`src/rtl/regfile_arbiter.sv`:
```
// Round-robin arbiter sharing the single-port 8x16 register file between two requesters.
// One command stage drives the RF strobes; reads return registered data two edges after grant.
module regfile_arbiter #(
    parameter int DATA_W = 16,
    parameter int ADDR_W = 3
) (
    input  logic              clk,
    input  logic              rst_n,
    input  logic              req_a,
    input  logic              we_a,
    input  logic [ADDR_W-1:0] addr_a,
    input  logic [DATA_W-1:0] wdata_a,
    input  logic              req_b,
    input  logic              we_b,
    input  logic [ADDR_W-1:0] addr_b,
    input  logic [DATA_W-1:0] wdata_b,
    output logic              gnt_a,
    output logic              gnt_b,
    output logic              rvalid_a,
    output logic              rvalid_b,
    output logic [DATA_W-1:0] rdata_a,
    output logic [DATA_W-1:0] rdata_b,
    output logic [ADDR_W-1:0] rf_addr,
    output logic              rf_rd,
    output logic              rf_wr,
    output logic [DATA_W-1:0] rf_din,
    input  logic [DATA_W-1:0] rf_dout,
    output logic              busy
);

    // last_q: 0 = A granted last, 1 = B granted last
    logic              last_q, last_d;
    logic              vld_q, vld_d;
    logic              port_q, port_d;
    logic              we_q, we_d;
    logic [ADDR_W-1:0] addr_q, addr_d;
    logic [DATA_W-1:0] wdata_q, wdata_d;
    logic              rvalid_a_q, rvalid_a_d;
    logic              rvalid_b_q, rvalid_b_d;
    logic [DATA_W-1:0] rdata_a_q, rdata_a_d;
    logic [DATA_W-1:0] rdata_b_q, rdata_b_d;
    logic              rd_fire;

    always_comb begin
        gnt_a = rst_n & req_a & (~req_b | last_q);
        gnt_b = rst_n & req_b & (~req_a | ~last_q);

        last_d  = last_q;
        vld_d   = gnt_a | gnt_b;
        port_d  = port_q;
        we_d    = we_q;
        addr_d  = addr_q;
        wdata_d = wdata_q;
        if (gnt_a) begin
            last_d  = 1'b0;
            port_d  = 1'b0;
            we_d    = we_a;
            addr_d  = addr_a;
            wdata_d = wdata_a;
        end else if (gnt_b) begin
            last_d  = 1'b1;
            port_d  = 1'b1;
            we_d    = we_b;
            addr_d  = addr_b;
            wdata_d = wdata_b;
        end

        // Read data is sampled at the end of the strobe cycle
        rd_fire    = vld_q & ~we_q;
        rvalid_a_d = rd_fire & ~port_q;
        rvalid_b_d = rd_fire & port_q;
        rdata_a_d  = rvalid_a_d ? rf_dout : rdata_a_q;
        rdata_b_d  = rvalid_b_d ? rf_dout : rdata_b_q;
    end

    always_ff @(posedge clk) begin
        if (!rst_n) begin
            last_q     <= 1'b1;
            vld_q      <= 1'b0;
            port_q     <= 1'b0;
            we_q       <= 1'b0;
            addr_q     <= '0;
            wdata_q    <= '0;
            rvalid_a_q <= 1'b0;
            rvalid_b_q <= 1'b0;
            rdata_a_q  <= '0;
            rdata_b_q  <= '0;
        end else begin
            last_q     <= last_d;
            vld_q      <= vld_d;
            port_q     <= port_d;
            we_q       <= we_d;
            addr_q     <= addr_d;
            wdata_q    <= wdata_d;
            rvalid_a_q <= rvalid_a_d;
            rvalid_b_q <= rvalid_b_d;
            rdata_a_q  <= rdata_a_d;
            rdata_b_q  <= rdata_b_d;
        end
    end

    assign rf_addr  = addr_q;
    assign rf_din   = wdata_q;
    assign rf_wr    = vld_q & we_q;
    assign rf_rd    = vld_q & ~we_q;
    assign rvalid_a = rvalid_a_q;
    assign rvalid_b = rvalid_b_q;
    assign rdata_a  = rdata_a_q;
    assign rdata_b  = rdata_b_q;
    assign busy     = vld_q | rvalid_a_q | rvalid_b_q;

endmodule

```
`config.mk`:
```
export PLATFORM = sky130hd
export DESIGN_NAME = regfile_arbiter
export DESIGN_NICKNAME = d
export VERILOG_FILES = /design/src/rtl/regfile_arbiter.sv
export SDC_FILE = /design/constraint.sdc
export NUM_CORES = 1
export LEC_CHECK = 0
export ABC_AREA = 1
export ABC_CLOCK_PERIOD_IN_PS = 2900
export BUFFER_PORTS_ARGS = -buffer_cell sky130_fd_sc_hd__buf_4
export CAP_MARGIN = 25
export CORE_ASPECT_RATIO = 0.75
export CORE_MARGIN = 2
export CORE_UTILIZATION = 49
export CTS_BUF_LIST = sky130_fd_sc_hd__clkbuf_8 sky130_fd_sc_hd__clkbuf_16
export DETAILED_ROUTE_END_ITERATION = 10
export PLACE_DENSITY = 0.94
export SYNTH_ARGS = -nofsm -noshare
export SYNTH_HDL_FRONTEND = slang
export SYNTH_SLANG_ARGS = --single-unit
```
`constraint.sdc`:
```
create_clock -name clk -period 2.9 [get_ports clk]
set_input_delay 0.435 -clock clk [delete_from_list [all_inputs] [get_ports clk]]
set_output_delay 0.435 -clock clk [all_outputs]
set_load 0.1 [all_outputs]
```
==> metrics.txt, run 1 <==
crit path capture type=output port; # diodes=0; leakage=1.844 nW; total negative slack=0 ns; Fill cells=396; PD cells=678.1 nW/um2; width of the chip=85.44 um; critical path class=in2out; die area=5560 um2; Multi-input gate area=977.2 um2; Pins Over Slew Limit=0; count leader, synth=nand2_1; Area after DPL=3271 um2; status=finished, final reports clean; area leader, netlist=dfxtp_1; final hold viol count=0; initial antenna violation count=0; hold_buf cts=0; VDD IR max=0.5246 mV; endpoints failing setup=0; Ys Warns=0; crit path max-delay cell type=nand2_2; Sw Share=0.3570; postcts setup bufs=0; total gr overflow=0; worst hold slack=0.3395 ns; top cells by count, synth=nand2_1 (76), nand3_1 (72), dfxtp_1 (57); TritonCTS clock tree=done; CP cell instances=buf_4 > nand2_1 > inv_2 > nand2_2 > inv_1 > buf_4; Syn Std Cell Area=2437 um2; via count=2649; Residual DRC=0; fin area=3500 um2; RSZ-0062 raised after global routing=false; DR iter-0 viols=125; Async SR Flop Fraction=0; H-tree depth=3; io pins=118; gpl congestion=0.8188; Max-Cap Viols=0; syn avg cell area=7.190 um2; drt wl/cell=13.04 um; Syn Nets=399; Period minus WS final=2.308 ns; Final #Nets=507; Initial Utilization=0.5031; Worst Path Max Fanout=25; layout cells sized above 1=0.3164; CTS Root Cell=clkbuf_8; Storage cell area=1141 um2; Int Pwr=1.526 mW; fin crit share=0.7960; Slew headroom=0.4132; number of synthesized flops with an enable pin=0; CTS Sinks=57; CP startpoint kind=input port; number of placement rows=22; cts bufs inserted=9; DRT Wirelength=6677 um; top cell type's share of synthesized area=0.4682; sequential power share=0.363; router iterations before antenna repair=4; Via density=5.174; synthesis-to-finish area growth=43.58%; PostCTS Resize Cnt=0; maximum clock path buffer count=2; number of synthesized register bits=57; Core ar.=4845 um2; Final ANT Viol Nets=0; Worst EP required=2.47 ns; largest net degree at the start of global routing=42; synth top area cells=dfxtp_1 (47%), nand3_1 (15%), nand2_1 (12%); Worst Hold Class=in2reg; register area share after synthesis=0.4682; PortBufs=117; vias in the first global route=2388; Yosys cell types=18; Slew @ Worst Pin=0.8747 ns; Post-Syn Instances=339; clock power share=0.350; clock slew at reported path FFs=0.06 ns; CP most frequent cell=buf_4; WP data arrival=1.87 ns; crit-path max cell delay=0.32 ns; GRT Total Usage=0.2466; CP top delay family=buffers and inverters; fmax=433.2 MHz; Sw Pwr=0.8472 mW; clock skew=0.009418 ns; Buf/Inv on CP=4; most common flop cell mapped by yosys=dfxtp_1; wire length of the first global-routing pass=10810 um; combinational share of power=0.288; Skew-Pair Late Insertion Delay=0.33 ns; dpl hpwl=4651 um; die height=65.08 um
-- metrics by stage --
stage,total power [mW],cells,setup slack (ns),utilization
global route,2.473,512,0.4072,0.7224
global placement,1.547,496,0.6671,0.6751
CTS,2.391,512,0.6020,0.7224
detailed placement,1.557,496,0.6000,0.6751
finish,2.373,512,0.5917,0.7224
floorplan,1.391,339,0.4688,-
-- routing by layer --
layer	global-route usage	vias up	routed length, um
li1	-	1303	-
met1	0.3000	1216	2888
met2	0.4131	119	3154
met3	0.09045	11	562
met4	0.06548	0	72
met5	0	-	0
-- layout by cell type, fill, tap and decap left out, drive strengths merged --
cell,n
nand3,72
nand2,80
or3,1
bufinv,2
o21ai,21
nor2,4
o211ai,1
buf,120
clkinv,3
inv,46
clkinvlp,1
clkbuf,11
dfxtp,57
a21oi,33
-- final cells by class --
class,count,share of cell area
Clock inverter,5,0.02217
Timing Repair Buffer,120,0.2574
Clock buffer,11,0.04326
Inverter,47,0.05041
Tap cell,60,0.02145
Sequential cell,57,0.3261
Multi-Input combinational cell,212,0.2792
-- path summary, 6_finish.rpt --
| path | slack (ns) | cells after the start | endpoint | startpoint |
|---|---|---|---|---|
| max | 0.59 | 6 | gnt_a | rst_n |
| max reg2reg | 1.46 | 5 | rdata_b[1] | vld_q |
| min reg2reg | 0.46 | 2 | rdata_a[9] | rdata_a[9] |
| min | 0.34 | 2 | last_q | req_a |
-- state kept, by name (all words and copies together), names as in the netlist --
| name | flops |
|---|---|
| rdata_a | 16 |
| rdata_b | 16 |
| rf_din | 16 |
| rf_addr | 3 |
| last_q | 1 |
| port_q | 1 |
| rvalid_a | 1 |
| rvalid_b | 1 |
| vld_q | 1 |
| we_q | 1 |
-- power by group through the flow --
| stage | Combinational [mW] | Clock [mW] | Sequential (mW) |
|---|---|---|---|
| floorplan | 0.199 | 0 | 1.19 |
| global placement | 0.672 | 0 | 0.875 |
| detailed placement | 0.681 | 0 | 0.876 |
| CTS | 0.683 | 0.849 | 0.859 |
| global route | 0.717 | 0.892 | 0.865 |
| finish | 0.683 | 0.830 | 0.860 |
-- kinds of logic (layout without fill, tap and decap cells) --
group / count (synthesis) / after routing / synth area share
simple gates: 157 / 157 / 0.2870
buf+inv: 70 / 183 / 0.1309
flops: 57 / 57 / 0.4682
compound gates: 55 / 55 / 0.1140
No activity file was read; power rests on OpenSTA's default activity.
==> run 2, diff against run 1 <==
ABC_AREA = 0   (was 1)
ABC_CLOCK_PERIOD_IN_PS = 2000   (was 2900)
CORE_UTILIZATION = 41   (was 49)
PLACE_DENSITY = 0.86   (was 0.94)
clock period = 2 ns   (was 2.9 ns; I/O delays follow)
==> run 2 against run 1 <==
Sequential share of layout area is 0.40 points higher. Critical path depth is 4 lower. First-iteration DRC count is 28% lower. Final area is 1.2% lower. Largest cell class unchanged. Setup slack worse by 0.32 ns.
==> metrics.txt, run 2 <==
Post-Syn Instances=276; dpl hpwl=4674 um; commonest non-fill, non-tap cells in the layout=buf_4 (124), nand2_1 (107), dfxtp_1 (57); vias in the first global route=2319; synthesis-to-finish area growth=48.95%; number of synthesized register bits=57; Slew headroom=0.5808; most common cell after layout, fill and taps aside=buf_4; RSZ-0062 raised after global routing=false; Sw Share=0.3444; TritonCTS clock tree=done; io pins=118; Initial Utilization=0.4290; clock slew at reported path FFs=0.07 ns; number of synthesized flops with an enable pin=0; non-filler cells, final=469; WP data arrival=1.43 ns; die area=6285 um2; sequential power share=0.372; gpl congestion=0.7420; PortBufs=117; crit path max-delay cell type=or3_2; largest net degree at the start of global routing=38; top cell type's share of synthesized area=0.4916; Int Pwr=2.202 mW; worst hold slack=0.2090 ns; status=finished, final reports clean; H-tree depth=3; DRT Wirelength=6409 um; Post-Synth Simple-Gate Area=0.2668; Worst Hold Class=in2reg; layout cells sized above 1=0.3731; PD cells=971.5 nW/um2; register area share after synthesis=0.4916; count leader, synth=nand2_1; fmax=577.0 MHz; fin crit share=0.8665; PostCTS Resize Cnt=0; via count=2355; top cells by count, synth=nand2_1 (107), dfxtp_1 (57), a21boi_0 (21); clock power share=0.361; CTS Sinks=57; postcts setup bufs=0; Multi-input gate area=1059 um2; Worst EP required=1.70 ns; most common flop cell mapped by yosys=dfxtp_1; Via density=5.021; Worst Path Max Fanout=7; drt wl/cell=13.67 um; # diodes=0; CTS Root Cell=clkbuf_8; wire length of the first global-routing pass=10760 um; critical path class=reg2out; CP cell instances=or3_2 > buf_4; initial antenna violation count=0; DP Cell Count=453; final hold viol count=0; Fill cells=495; Skew-Pair Late Insertion Delay=0.32 ns; adder-cell share of the synthesized area=0; combinational share of power=0.267; Final Util=0.6390; cts bufs inserted=9; Period minus WS final=1.733 ns; Storage cell area=1141 um2; Final ANT Viol Nets=0; Syn Std Cell Area=2321 um2; area leader, netlist=dfxtp_1; Final #Nets=449; total gr overflow=0; compound-gate portion of the synthesized area=0.1854; CP startpoint kind=flip-flop; synth top area cells=dfxtp_1 (49%), nand2_1 (17%), a21boi_0 (6.8%); GRT Total Usage=0.2114; die height=69.16 um; CP top delay family=simple AND/OR/NAND/NOR gates; width of the chip=90.88 um; crit path capture type=output port; leakage=1.521 nW; crit-path max cell delay=0.50 ns; clock skew=0.004776 ns; syn avg cell area=8.409 um2; mux cell area share after synthesis=0; Residual DRC=0; Async SR Flop Fraction=0; Post-Synth XOR/XNOR Area=0; router iterations before antenna repair=4; Slew @ Worst Pin=0.6288 ns; Yosys cell types=26; Sw Pwr=1.157 mW; DR iter-0 viols=90; total negative slack=0 ns; VDD IR max=0.5714 mV; hold_buf cts=0; Pins Over Slew Limit=0; number of placement rows=23; Buf/Inv on CP=1; Max-Cap Viols=0; Syn Nets=336; Core ar.=5410 um2; largest family of logic cells by synthesized area=simple AND/OR/NAND/NOR gates; endpoints failing setup=0; maximum clock path buffer count=2; Ys Warns=0
-- run 2: cell count changes after synthesis, moves of 11 or more --
cell,delta
inv_1,-44
a21boi_1,+11
nand3_1,-52
o311ai_1,+11
a21oi_1,-33
a21boi_0,+21
o21ai_0,-13
nand2_1,+31
-- run 2: through the flow --
step	setup slack [ns]	power, mW	instance area [um2]
floorplan	0.1953	1.929	2325
global placement	0.4821	2.162	3228
detailed placement	0.4458	2.173	3228
CTS	0.2482	3.391	3457
global route	0.2176	3.501	3457
finish	0.2669	3.359	3457
-- run 2: worst paths after layout --
kind	start	to	slack, ns	cells past startpoint
setup / recovery	vld_q	busy	0.27	2
hold / removal	wdata_a[10]	rf_din[10]	0.21	3
setup reg to reg	vld_q	rdata_a[10]	0.54	3
hold reg to reg	rdata_a[4]	rdata_a[4]	0.46	2
-- run 2: cell type report --
cell class | instances | area share
Multi-Input combinational cell | 196 | 0.3062
Inverter | 1 | 0.001086
Timing Repair Buffer | 124 | 0.2693
Tap cell | 75 | 0.02714
Clock buffer | 11 | 0.04379
Clock inverter | 5 | 0.02244
Sequential cell | 57 | 0.3301
-- run 2: layer usage --
layer	global-route usage	wire length (um)
met5	0	0
met4	0.05556	26
met3	0.07978	582
met2	0.3466	3009
met1	0.2628	2791
-- run 2: worst register-to-register path, stage by stage, from the launching register on --
cell,delay (ns)
dfxtp_1,0.43
or3b_1,0.66
nand2_1,0.17
a21boi_0,0.08
-- run 2: power groups by stage --
stage               clock (mW)  sequential [mW]  combinational, mW
floorplan                    0             1.72              0.210
global placement             0             1.27              0.891
detailed placement           0             1.27              0.900
CTS                       1.24             1.25              0.900
global route              1.31             1.26              0.932
finish                    1.21             1.25              0.897
-- run 2: cells by family (layout without fill, tap and decap cells) --
family,after synthesis,after routing
AND/OR/NAND/NOR,142,142
buffers and inverters,23,141
flip-flops,57,57
AO/OA/AOI/OAI,54,54
==> run 3, diff against run 2 <==
ABC_CLOCK_PERIOD_IN_PS = 1800   (was 2000)
CORE_UTILIZATION = 45   (was 41)
PLACE_DENSITY = 0.89   (was 0.86)
clock period = 1.8 ns   (was 2 ns; I/O delays follow)
==> run 3 against run 2 <==
Critical endpoint unchanged. Largest power group unchanged. Utilization up 4.7 points. Register-to-register slack worse by 0.14 ns. Largest cell class unchanged. Global-route usage rose by 2.0 points. Highest routed layer unchanged. First-iteration DRC count increased by 33%. Clock power down 21%. Final area down 2.3%. Via count up 1.7%.
==> metrics.txt, run 3 (same netlist as run 2, synthesis figures left out) <==
die area=5754 um2; drt wl/cell=14.01 um; io pins=118; leakage=1.508 nW; DRT Wirelength=6373 um; Slew headroom=0.6228; worst reg2reg path startpoint=vld_q; Final #Nets=450; Pins Over Slew Limit=0; Slew @ Worst Pin=0.5658 ns; maximum clock path buffer count=2; fin crit share=0.9463; most common cell after layout, fill and taps aside=buf_4; vias in the first global route=2169; total negative slack=0 ns; Multi-input gate area=1059 um2; DR iter-0 viols=120; hold-critical path endpoint=rf_addr[2]; TritonCTS clock tree=done; Buf/Inv on CP=1; Hold Crit Start=addr_a[2]; Area after DPL=3217 um2; via count=2395; Worst R2R Setup Slack=0.40 ns; Skew-Pair Late Insertion Delay=0.33 ns; Hold Crit Depth=3; total gr overflow=0; fmax=587.1 MHz; Max-Cap Viols=0; commonest non-fill, non-tap cells in the layout=buf_4 (124), nand2_1 (107), dfxtp_1 (57); critical path class=reg2out; crit path max-delay cell type=or3_2; crit-path max cell delay=0.50 ns; PortBufs=117; PD cells=988.4 nW/um2; Final ANT Viol Nets=0; CP cell instances=or3_2 > buf_4; die height=66.20 um; hold_buf cts=0; CTS Root Cell=clkbuf_8; Initial Utilization=0.4711; CTS Sinks=57; endpoints failing setup=0; CP startpoint kind=flip-flop; status=finished, final reports clean; synthesis-to-finish area growth=45.55%; Worst EP required=1.53 ns; wire length of the first global-routing pass=10170 um; # diodes=0; VDD IR max=0.6290 mV; Period minus WS final=1.703 ns; cts bufs inserted=9; Residual DRC=0; Worst Hold Class=in2reg; WP data arrival=1.43 ns; Storage cell area=1141 um2; CP top delay family=simple AND/OR/NAND/NOR gates; Core ar.=4927 um2; router iterations before antenna repair=4; initial antenna violation count=0; width of the chip=86.93 um; clock skew=0.006550 ns; largest net degree at the start of global routing=32; postcts setup bufs=0; Fill cells=422; fin area=3378 um2; H-tree depth=3; GRT Total Usage=0.2313; final hold viol count=0; layout cells sized above 1=0.3671; Worst Path Max Fanout=7; number of placement rows=22; Via density=5.264; clock slew at reported path FFs=0.06 ns; gpl congestion=0.8103; crit path capture type=output port; R2R depth=3; dpl hpwl=4598 um; Reg2Reg Capture Point=rdata_a[7]; RSZ-0062 raised after global routing=false
-- run 3: cell types whose count changed in the layout (fill, tap and decap cells not counted) --
cell / before / now
inv_1: 0 / 3
bufinv_16: 2 / 0
clkbuf_8: 11 / 9
clkinv_2: 2 / 4
buf_6: 0 / 1
clkinvlp_4: 1 / 0
inv_2: 1 / 0
inv_4: 0 / 1
-- run 3: how the worst max path moves through the flow --
stage	start	endpoint	slack, ns	cells after the start
2_1_floorplan	rvalid_a	busy	0.03	1
5_1_grt	vld_q	busy	0.05	2
4_1_cts	last_q	gnt_a	0.05	4
3_5_place_dp	req_a	gnt_a	0.31	5
3_3_place_gp	req_a	gnt_a	0.33	5
6_report	vld_q	busy	0.1	2
-- run 3: final cells by class --
cell class,instances,area share
multi-input combinational,196,0.3133
tap,60,0.02222
timing repair buffer,125,0.2789
sequential,57,0.3378
clock inverter,7,0.009259
inverter,1,0.001852
clock buffer,9,0.03667
-- run 3: power by group --
| group | internal [mW] | switching [mW] | total [mW] | leakage, nW |
|---|---|---|---|---|
| logic | 0.259 | 0.739 | 0.998 | 0.944 |
| clock network | 0.473 | 0.481 | 0.954 | 0.0963 |
| registers | 1.34 | 0.0475 | 1.39 | 0.468 |
-- run 3: per-stage QoR --
| step | setup WS (ns) | utilization | cells | hold WS [ns] | power, mW |
|---|---|---|---|---|---|
| after floorplan | 0.02526 | - | 276 | 0.4029 | 2.144 |
| after global placement | 0.3262 | 0.6529 | 439 | 0.4431 | 2.402 |
| after detailed placement | 0.3081 | 0.6529 | 439 | 0.4465 | 2.413 |
| after CTS | 0.05288 | 0.6851 | 455 | 0.1633 | 3.365 |
| after global routing | 0.04605 | 0.6856 | 455 | 0.1660 | 3.480 |
| final | 0.09661 | 0.6856 | 455 | 0.1747 | 3.339 |
-- run 3: tightest hold or removal path: cells and delay by family --
kind / cells / cell delay (ns)
and+or+nand+nor: 1 / 0.05
buffers and inverters: 1 / 0.07
AOI/OAI and AO/OA: 1 / 0.08
-- run 3: per-layer routing --
metal | vias up | share of wire | track usage
li1 | 1166 | - | -
met1 | 1102 | 0.44 | 0.3002
met2 | 119 | 0.45 | 0.3483
met3 | 8 | 0.10 | 0.08614
met4 | 0 | 0.0078 | 0.08984
met5 | - | 0 | 0
-- run 3: what timing repair did --
action,in CTS,in global routing
gates cloned,0,0
setup endpoints to repair,1,1
gates resized for setup,1,2
